## src/rtl/pwm_seq_pkg.sv

```systemverilog
// -----------------------------------------------------------------------------
// pwm_seq_pkg
// Shared types and helpers for the PWM duty sequencer.
//   state_t      : sequencer state (IDLE, RAMP, HOLD, FAULT)
//   MAX_W        : widest duty resolution the helpers accept
//   at_least_one : maps a zero field to 1 (step and periods-per-step)
//   step_toward  : one saturating step of a value toward a target
// -----------------------------------------------------------------------------
package pwm_seq_pkg;

   typedef enum logic [1:0] {
      ST_IDLE  = 2'd0,
      ST_RAMP  = 2'd1,
      ST_HOLD  = 2'd2,
      ST_FAULT = 2'd3
   } state_t;

   // Helpers operate on this width; callers zero-extend and truncate back.
   localparam int MAX_W = 32;

   function automatic logic [MAX_W-1:0] at_least_one(input logic [MAX_W-1:0] x);
      return (x == '0) ? MAX_W'(1) : x;
   endfunction

   // Two guard bits keep cur+stp from wrapping and cur-stp from going
   // negative unnoticed; the result is clamped at tgt in either direction.
   function automatic logic [MAX_W-1:0] step_toward(input logic [MAX_W-1:0] cur,
                                                    input logic [MAX_W-1:0] tgt,
                                                    input logic [MAX_W-1:0] stp);
      logic signed [MAX_W+1:0] c;
      logic signed [MAX_W+1:0] t;
      logic signed [MAX_W+1:0] s;
      logic signed [MAX_W+1:0] n;
      c = $signed({2'b00, cur});
      t = $signed({2'b00, tgt});
      s = $signed({2'b00, stp});
      if (t > c) begin
         n = c + s;
         if (n > t) n = t;
      end else begin
         n = c - s;
         if (n < t) n = t;
      end
      return n[MAX_W-1:0];
   endfunction

endpackage

```

## src/rtl/pwm_period_detect.sv

```systemverilog
// -----------------------------------------------------------------------------
// pwm_period_detect
// Finds PWM period boundaries and counts them toward the next duty step.
//   clk, rst : clock, synchronous active-high reset
//   ena      : prescaler enable pulse
//   value    : PWM counter value
//   run      : count boundaries (ramping and sequencer enabled)
//   clr      : clear the period counter (new ramp, fault)
//   pps      : effective periods per step (never 0)
//   boundary : ena high while value is all-ones (counter wraps next advance)
//   tc       : counted boundary that completes a step interval
// -----------------------------------------------------------------------------
module pwm_period_detect
   import pwm_seq_pkg::*;
#(
   parameter int RESOLUTION_BITS = 8,
   parameter int PPS_BITS        = 8
) (
   input  logic                       clk,
   input  logic                       rst,
   input  logic                       ena,
   input  logic [RESOLUTION_BITS-1:0] value,
   input  logic                       run,
   input  logic                       clr,
   input  logic [PPS_BITS-1:0]        pps,
   output logic                       boundary,
   output logic                       tc
);

   logic [PPS_BITS-1:0] cnt_q;
   logic [PPS_BITS-1:0] cnt_d;

   assign boundary = ena && (value == '1);
   assign tc       = boundary && run && (cnt_q == (pps - PPS_BITS'(1)));

   always_comb begin
      cnt_d = cnt_q;
      if (clr) begin
         cnt_d = '0;
      end else if (boundary && run) begin
         cnt_d = tc ? '0 : (cnt_q + PPS_BITS'(1));
      end
   end

   always_ff @(posedge clk) begin
      if (rst) cnt_q <= '0;
      else     cnt_q <= cnt_d;
   end

endmodule

```

## src/rtl/pwm_duty_sequencer.sv

```systemverilog
// -----------------------------------------------------------------------------
// pwm_duty_sequencer
// Soft-start / duty-ramp controller for the PWM comparator reference. Steps
// ref_out toward a loaded target by 'step' every 'periods_per_step' PWM
// periods; updates land only right after a period boundary so the PWM output
// never glitches mid-period.
//   clk, rst         : clock, synchronous active-high reset
//   ena, value       : prescaler enable and PWM counter value (boundary source)
//   enable           : run enable; low freezes the ramp (loads still accepted)
//   load             : start a new ramp (ignored while busy)
//   target, step, periods_per_step : ramp settings, sampled on accepted load
//   fault            : (PWM_SEQ_FAULT_EN only) forces ref_out to 0
//   ref_out          : registered comparator reference
//   busy             : high while ramping
//   done             : one-cycle pulse when ref_out reaches target
// Optional build macro: PWM_SEQ_FAULT_EN adds the fault input and FAULT state.
// -----------------------------------------------------------------------------
module pwm_duty_sequencer
   import pwm_seq_pkg::*;
#(
   parameter int RESOLUTION_BITS = 8,
   parameter int PPS_BITS        = 8
) (
   input  logic                       clk,
   input  logic                       rst,
   input  logic                       ena,
   input  logic [RESOLUTION_BITS-1:0] value,
   input  logic                       enable,
   input  logic                       load,
   input  logic [RESOLUTION_BITS-1:0] target,
   input  logic [RESOLUTION_BITS-1:0] step,
   input  logic [PPS_BITS-1:0]        periods_per_step,
`ifdef PWM_SEQ_FAULT_EN
   input  logic                       fault,
`endif
   output logic [RESOLUTION_BITS-1:0] ref_out,
   output logic                       busy,
   output logic                       done
);

   state_t                     state_q, state_d;
   logic [RESOLUTION_BITS-1:0] ref_q, ref_d;
   logic [RESOLUTION_BITS-1:0] tgt_q, tgt_d;
   logic [RESOLUTION_BITS-1:0] step_q, step_d;
   logic [PPS_BITS-1:0]        pps_q, pps_d;
   logic                       done_q, done_d;

   logic                       accept;
   logic                       clr;
   logic                       run;
   logic                       boundary;
   logic                       tc;
   logic [RESOLUTION_BITS-1:0] ref_next;

   assign accept = load && (state_q != ST_RAMP);
   assign run    = enable && (state_q == ST_RAMP);

   pwm_period_detect #(
      .RESOLUTION_BITS (RESOLUTION_BITS),
      .PPS_BITS        (PPS_BITS)
   ) u_period_detect (
      .clk      (clk),
      .rst      (rst),
      .ena      (ena),
      .value    (value),
      .run      (run),
      .clr      (clr),
      .pps      (pps_q),
      .boundary (boundary),
      .tc       (tc)
   );

   // Boundary itself only matters through tc; kept visible for debug.
   logic unused_boundary;
   assign unused_boundary = boundary;

   always_comb begin
      state_d  = state_q;
      ref_d    = ref_q;
      tgt_d    = tgt_q;
      step_d   = step_q;
      pps_d    = pps_q;
      done_d   = 1'b0;
      clr      = 1'b0;
      ref_next = RESOLUTION_BITS'(step_toward(MAX_W'(ref_q), MAX_W'(tgt_q), MAX_W'(step_q)));
`ifdef PWM_SEQ_FAULT_EN
      // Fault overrides load and boundary, and blocks loads while asserted.
      if (fault) begin
         state_d = ST_FAULT;
         ref_d   = '0;
         clr     = 1'b1;
      end else
`endif
      if (accept) begin
         // Zero step / periods are stored as 1 so the ramp always advances.
         tgt_d  = target;
         step_d = RESOLUTION_BITS'(at_least_one(MAX_W'(step)));
         pps_d  = PPS_BITS'(at_least_one(MAX_W'(periods_per_step)));
         clr    = 1'b1;
         if (target == ref_q) begin
            state_d = ST_HOLD;
            done_d  = 1'b1;
         end else begin
            state_d = ST_RAMP;
         end
      end else if (tc) begin
         ref_d = ref_next;
         if (ref_next == tgt_q) begin
            state_d = ST_HOLD;
            done_d  = 1'b1;
         end
      end
   end

   always_ff @(posedge clk) begin
      if (rst) begin
         state_q <= ST_IDLE;
         ref_q   <= '0;
         tgt_q   <= '0;
         step_q  <= '0;
         pps_q   <= '0;
         done_q  <= 1'b0;
      end else begin
         state_q <= state_d;
         ref_q   <= ref_d;
         tgt_q   <= tgt_d;
         step_q  <= step_d;
         pps_q   <= pps_d;
         done_q  <= done_d;
      end
   end

   assign ref_out = ref_q;
   assign busy    = (state_q == ST_RAMP);
   assign done    = done_q;

endmodule

```

## config.mk

```make
export PLATFORM = sky130hd
export DESIGN_NAME = pwm_duty_sequencer
export DESIGN_NICKNAME = d
export VERILOG_FILES = /design/src/rtl/pwm_seq_pkg.sv /design/src/rtl/pwm_period_detect.sv /design/src/rtl/pwm_duty_sequencer.sv
export SDC_FILE = /design/constraint.sdc
export NUM_CORES = 1
export LEC_CHECK = 0
export ABC_AREA = 1
export BUFFER_PORTS_ARGS = -buffer_cell sky130_fd_sc_hd__buf_2
export CORE_ASPECT_RATIO = 1.1
export CORE_UTILIZATION = 30
export DETAILED_ROUTE_END_ITERATION = 12
export GPL_TIMING_DRIVEN = 0
export HOLD_SLACK_MARGIN = 0.06
export PLACE_DENSITY = 0.56
export SYNTH_ARGS = -nofsm -noshare
export SYNTH_HDL_FRONTEND = slang
export SYNTH_SLANG_ARGS = --single-unit
```

## constraint.sdc

```tcl
create_clock -name clk -period 4.1 [get_ports clk]
set_input_delay 1.23 -clock clk [delete_from_list [all_inputs] [get_ports clk]]
set_output_delay 1.23 -clock clk [all_outputs]
set_load 0.05 [all_outputs]
```

## Yosys cells after proc, flatten, opt, wreduce, memory -nomap -nowiden

Cells that the tools add are included.

| storage, ports and cells | value |
|---|---|
| register bits | 43 |
| latch bits | 0 |
| bits in writable memories | 0 |
| ROM bits | 0 |
| input bits | 37 |
| output and inout port bits | 10 |
| word-level logic and storage cells | 48 |
| memories | 0 |

| cells by class | value |
|---|---|
| add/subtract/negate cells | 4 |
| multipliers | 0 |
| div/mod/pow operators | 0 |
| order comparisons | 3 |
| equality and inequality tests | 6 |
| shifts and indexed selects | 0 |
| muxes and demuxes | 15 |
| bitwise operators | 1 |
| reduce and logical (&&, ||, !) cells | 12 |

Operators by type and width:

| cell | count |
|---|---|
| $mux 8 | 6 |
| $eq 8x8->1 | 3 |
| $logic_not 8->1 | 2 |
| $add 8x8->9 | 1 |
| $gt 9x8->1 | 1 |
| $lt 9x9->1 | 1 |
| $sub 8x8->9 | 1 |
| $add 8x1->8 const B | 1 |
| $eq 8x8->1 const B | 1 |
| $gt 8x8->1 | 1 |
| $mux 2 | 4 |
| $sub 8x1->8 const B | 1 |
| $logic_and 1x1->1 | 5 |
| $mux 1 | 5 |
| $reduce_and 2->1 | 2 |
| $reduce_bool 2->1 | 2 |
| $eq 2x1->1 const B | 1 |
| $ne 2x1->1 const B | 1 |
| $reduce_or 2->1 | 1 |
| $not 1->1 | 1 |

## Logic depth before layout (Yosys ltp)

| logic depth | value |
|---|---|
| word-level depth | 8 |
| depth in mapped cells | 29 |

## By module

Synthesis repeated with hierarchy kept, for this count alone.

| second synthesis, totals | value |
|---|---|
| cell total of the unflattened synthesis | 619 |
| area, all modules | 4,002.6 µm² |

By module, submodules not included:

| module | times used | cells each | area each (µm²) |
|---|---|---|---|
| pwm_duty_sequencer | 1 | 475 | 3,176.8 |
| pwm_period_detect | 1 | 144 | 825.8 |

## Worst setup path before layout

Ideal clock, no wire load.

| timing | value |
|---|---|
| kind | register to register |
| start | register ref_q[0] (netlist: ref_out[0]) |
| end | register state_q[1] |
| arrival time | 3.383 ns |
| path slack | 0.659 ns |
| cell stages (with the launch flop) | 29 |
| buffers on the path | 1 |
| period minus slack after synthesis | 3.441 ns |
| path through | dfxtp_1 > inv_1 > ha_1 > inv_1 > fa_1 > a21oi_1 > o21ai_0 > xor2_1 > ha_1 > nand3_1 > nand2_1 > nor2_1 > nand2_1 > nand2_1 > nand2_1 > nand2_1 > nand2_1 > buf_2 > nand3_1 > nand3_1 > nand2_1 > nand2_1 > nand2_1 > nand2_1 > nor2_1 > nand3_1 > nand2_1 > nand2_1 > nand2_1 |

| between the ends | value |
|---|---|
| longest elaborated chain between the ends | 7 |
| elaborated cells between the ends (all ways) | 14 |
| those cells by class | add/sub (2); order compare (3); eq/ne (2); mux (5); reduce/logical (2) |

Ends and longest elaborated chain:

| element | line | source |
|---|---|---|
| from (decl) | pwm_duty_sequencer.sv:42 | `logic [RESOLUTION_BITS-1:0] ref_q, ref_d;` |
| from (signal assigned) | pwm_duty_sequencer.sv:125 | `ref_q <= ref_d;` |
| $sub 8x8->9 or $add 8x8->9 (tied branches) | pwm_seq_pkg.sv:41, pwm_seq_pkg.sv:38 |  |
| $lt 9x9->1 or $gt 9x8->1 (tied branches) | pwm_seq_pkg.sv:42, pwm_seq_pkg.sv:39 |  |
| $mux 8 (on tied branches) | pwm_seq_pkg.sv:42, pwm_seq_pkg.sv:39 |  |
| $mux 8 | pwm_seq_pkg.sv:37 | `if (t > c) begin` |
| $eq 8x8->1 | pwm_duty_sequencer.sv:108 | `if (ref_next == tgt_q) begin` |
| $reduce_bool 2->1 (no source line) | - |  |
| $reduce_and 2->1 (no source line) | - |  |
| to (signal assigned) | pwm_duty_sequencer.sv:124 | `state_q <= state_d;` |
| to (decl) | pwm_duty_sequencer.sv:41 | `state_t state_q, state_d;` |

Parallel ways exist; a longest one is shown, timed or not.
A chain may end at the register's enable or synchronous reset.

## Worst setup path in the final report

Ends and elaborated chain as after synthesis.

==> results.json <==
{
  "layout_common_cells": "nand2_1 (114), inv_1 (83), nand3_1 (81)",
  "io_buffers": 46,
  "wl_met1_um": 4660,
  "vdd_drop_max_mv": 0.173,
  "fillCellCount": 1400,
  "hold_depth": 2,
  "root_buffer": "clkbuf_16",
  "cts_sinks": 43,
  "pwr-share-clk_pct": 27.5,
  "grt_max_degree": 14,
  "routedWlPerCell_um": 14.0,
  "cellInternalPower_w": 0.000879,
  "cp.required_ns": 4.34,
  "regToRegSetupSlack_ns": 0.41,
  "drv_slew": 0,
  "antennaDiodeCount": 0,
  "path_class": "reg2reg",
  "route.met2.wl_um": 5580,
  "rsz0062_at_grt": "false",
  "synth_seq_area_share_pct": 22.3,
  "grt_pass1_wl_um": 18600,
  "pwr_density_cell_mw_per_mm2": 323,
  "rr_worst_depth": 24,
  "cts_buffers": 5,
  "firstDrtPassIters": 5,
  "yosysWarnings": 0,
  "start_util_pct": 30.7,
  "post-route-util_pct": 35.4,
  "synthFlopType": "dfxtp_1",
  "fin_crit_sh_pct": 89.9,
  "viasPerCell": 4.94,
  "cp_data_arrival_time_ns": 3.92,
  "synth_edf_count": 0,
  "whs_ns": 0.459,
  "p_switching_w": 0.000559,
  "die_h_um": 121,
  "relSlewSlack_pct": 63.4,
  "vias": 3933,
  "antenna_found_initial": 0,
  "seq_power_share_pct": 31.6,
  "syn_inst": 584,
  "final_common_cell": "nand2_1",
  "gp_congestion": 0.882,
  "syn_area_per_cell_um2": 6.62,
  "drt-total-wl_um": 11200,
  "fin_tns_setup_ns": 0,
  "cts.path.max_buffers": 2,
  "pwr-share-comb_pct": 40.9,
  "worstSetupStartpoint": "ref_out[0]",
  "async_flop_share_pct": 0,
  "grt_use_total_pct": 18.1,
  "clock-skew-final_ns": 0.00662,
  "cts.htree.levels": 2,
  "syn2layout_area_growth_pct": 15.1,
  "hp-class": "reg2reg",
  "routed.top_layer": "met4",
  "pin_count": 47,
  "period_minus_slack_ns": 3.69,
  "worstSetupEndpointType": "register",
  "crit_path_max_fanout": 9,
  "grt_pass1_vias": 3855,
  "post-dp-hpwl_um": 9410,
  "r2r_start": "ref_out[0]",
  "drt_iter0_markers": 206,
  "ctsHoldBuffers": 0,
  "synth_seq_cells": 43,
  "tightest_slew_ns": 0.541,
  "routed-wl-met3_um": 451,
  "nets": 718,
  "min-delay-start": "state_q[1]",
  "cts_tree": "yes",
  "dieWidth_um": 110,
  "synthDistinctLibCells": 38,
  "multiInputGateArea_mm2": 0.00259,
  "status": "finished clean",
  "fp.dieArea_mm2": 0.0134,
  "syn_area_mm2": 0.00387,
  "drive_above_1_share_pct": 13.9,
  "core.rowCount": 43,
  "setup_viol_count_final": 0,
  "synthesis.nets": 664,
  "swShare_pct": 38.9,
  "core-area_mm2": 0.0126,
  "clk_pin_slew_worst_paths_ns": 0.06,
  "final-seq-area_um2": 863,
  "cp-start-kind": "register",
  "max_freq_ghz": 0.271,
  "cap_violations": 0,
  "p_leak_nw": 2.28,
  "insertion_delay_ns": 0.29,
  "ant_nets": 0,
  "finalHoldViolations": 0,
  "drc": 0,
  "grt_overflow": 0
}
registers in the layout, summed over array words and instances (netlist names):
name / flops
pps_q: 8
ref_out: 8
step_q: 8
tgt_q: 8
u_period_detect.cnt_q: 8
state_q: 2
done: 1
Yosys cell counts (8+ instances only):
cell type | count | area (um^2)
dfxtp_1 | 43 | 861
ha_1 | 41 | 513
a21oi_1 | 44 | 220
o21ai_0 | 30 | 150
nor2_1 | 29 | 109
xnor2_1 | 8 | 70.1
nand3_1 | 81 | 405
inv_1 | 84 | 315
nand3b_1 | 9 | 67.6
nand2_1 | 115 | 432
nor3_1 | 10 | 50.1
xor2_1 | 19 | 166
critical path, cell delays in order, from the launching register on:
cell	delay [ns]
dfxtp_2	0.36
ha_1	0.26
fa_1	0.43
nand3_1	0.12
nand2_2	0.11
nand2_1	0.07
nand2_1	0.06
xor2_1	0.29
ha_1	0.31
a21o_1	0.16
a21oi_1	0.15
nand2_1	0.09
nand2_2	0.19
nand2_4	0.12
nand2_1	0.09
nand3_1	0.09
nand2_1	0.11
nand2_1	0.05
nand2_1	0.05
nand2_1	0.08
nor2_1	0.11
nand3_1	0.08
nand2_1	0.10
nand2_1	0.08
nand2_1	0.07
power groups by stage:
stage	clock, W	sequential, W	combinational (W)
2_1_floorplan	0	0.000460	0.000436
3_3_place_gp	0	0.000464	0.000567
3_5_place_dp	0	0.000465	0.000575
4_1_cts	0.000407	0.000455	0.000579
5_1_grt	0.000424	0.000458	0.000674
6_report	0.000395	0.000455	0.000588
path summary, 6_finish.rpt:
check                    end
setup / recovery  state_q[1]
hold / removal    state_q[1]
setup reg to reg  state_q[1]
hold reg to reg   state_q[1]
layout make-up:
class | count | area share [%]
Multi-Input combinational cell | 435 | 58.2
Clock inverter | 2 | 0.281
Timing Repair Buffer | 47 | 5.34
Clock buffer | 6 | 2.89
Inverter | 89 | 7.50
Tap cell | 157 | 4.41
Buffer | 17 | 2.02
Sequential cell | 43 | 19.4
per-stage QoR:
step           power, W  instance area [um^2]  worst slack, ns  instances
3_3_place_gp    0.00103                  4300            0.135        787
5_1_grt         0.00156                  4450           0.0101        796
4_1_cts         0.00144                  4440            0.121        795
6_report        0.00144                  4450            0.412        796
2_1_floorplan  0.000896                  3870            0.659        584
3_5_place_dp    0.00104                  4300            0.146        787
routing by layer:
layer	track usage [%]	vias to the layer above
li1	-	2034
met1	20.4	1771
met2	32.3	98
met3	2.63	30
met4	9.46	0
met5	0	-
cells by family (layout without fill, tap and decap cells):
group / count (synthesis) / in the layout / synth area share, %
flops: 43 / 43 / 22.3
buf+inv: 106 / 161 / 11.0
compound gates: 94 / 94 / 13.6
fa+ha+maj: 43 / 43 / 14.3
simple gates: 271 / 271 / 32.8
xor+xnor: 27 / 27 / 6.11
timing repair:
action,CTS,global route
endpoints found under the setup margin,0,3
setup buffers,0,1
resized for setup,0,5
Note: power is estimated with default switching activity, not from simulation.
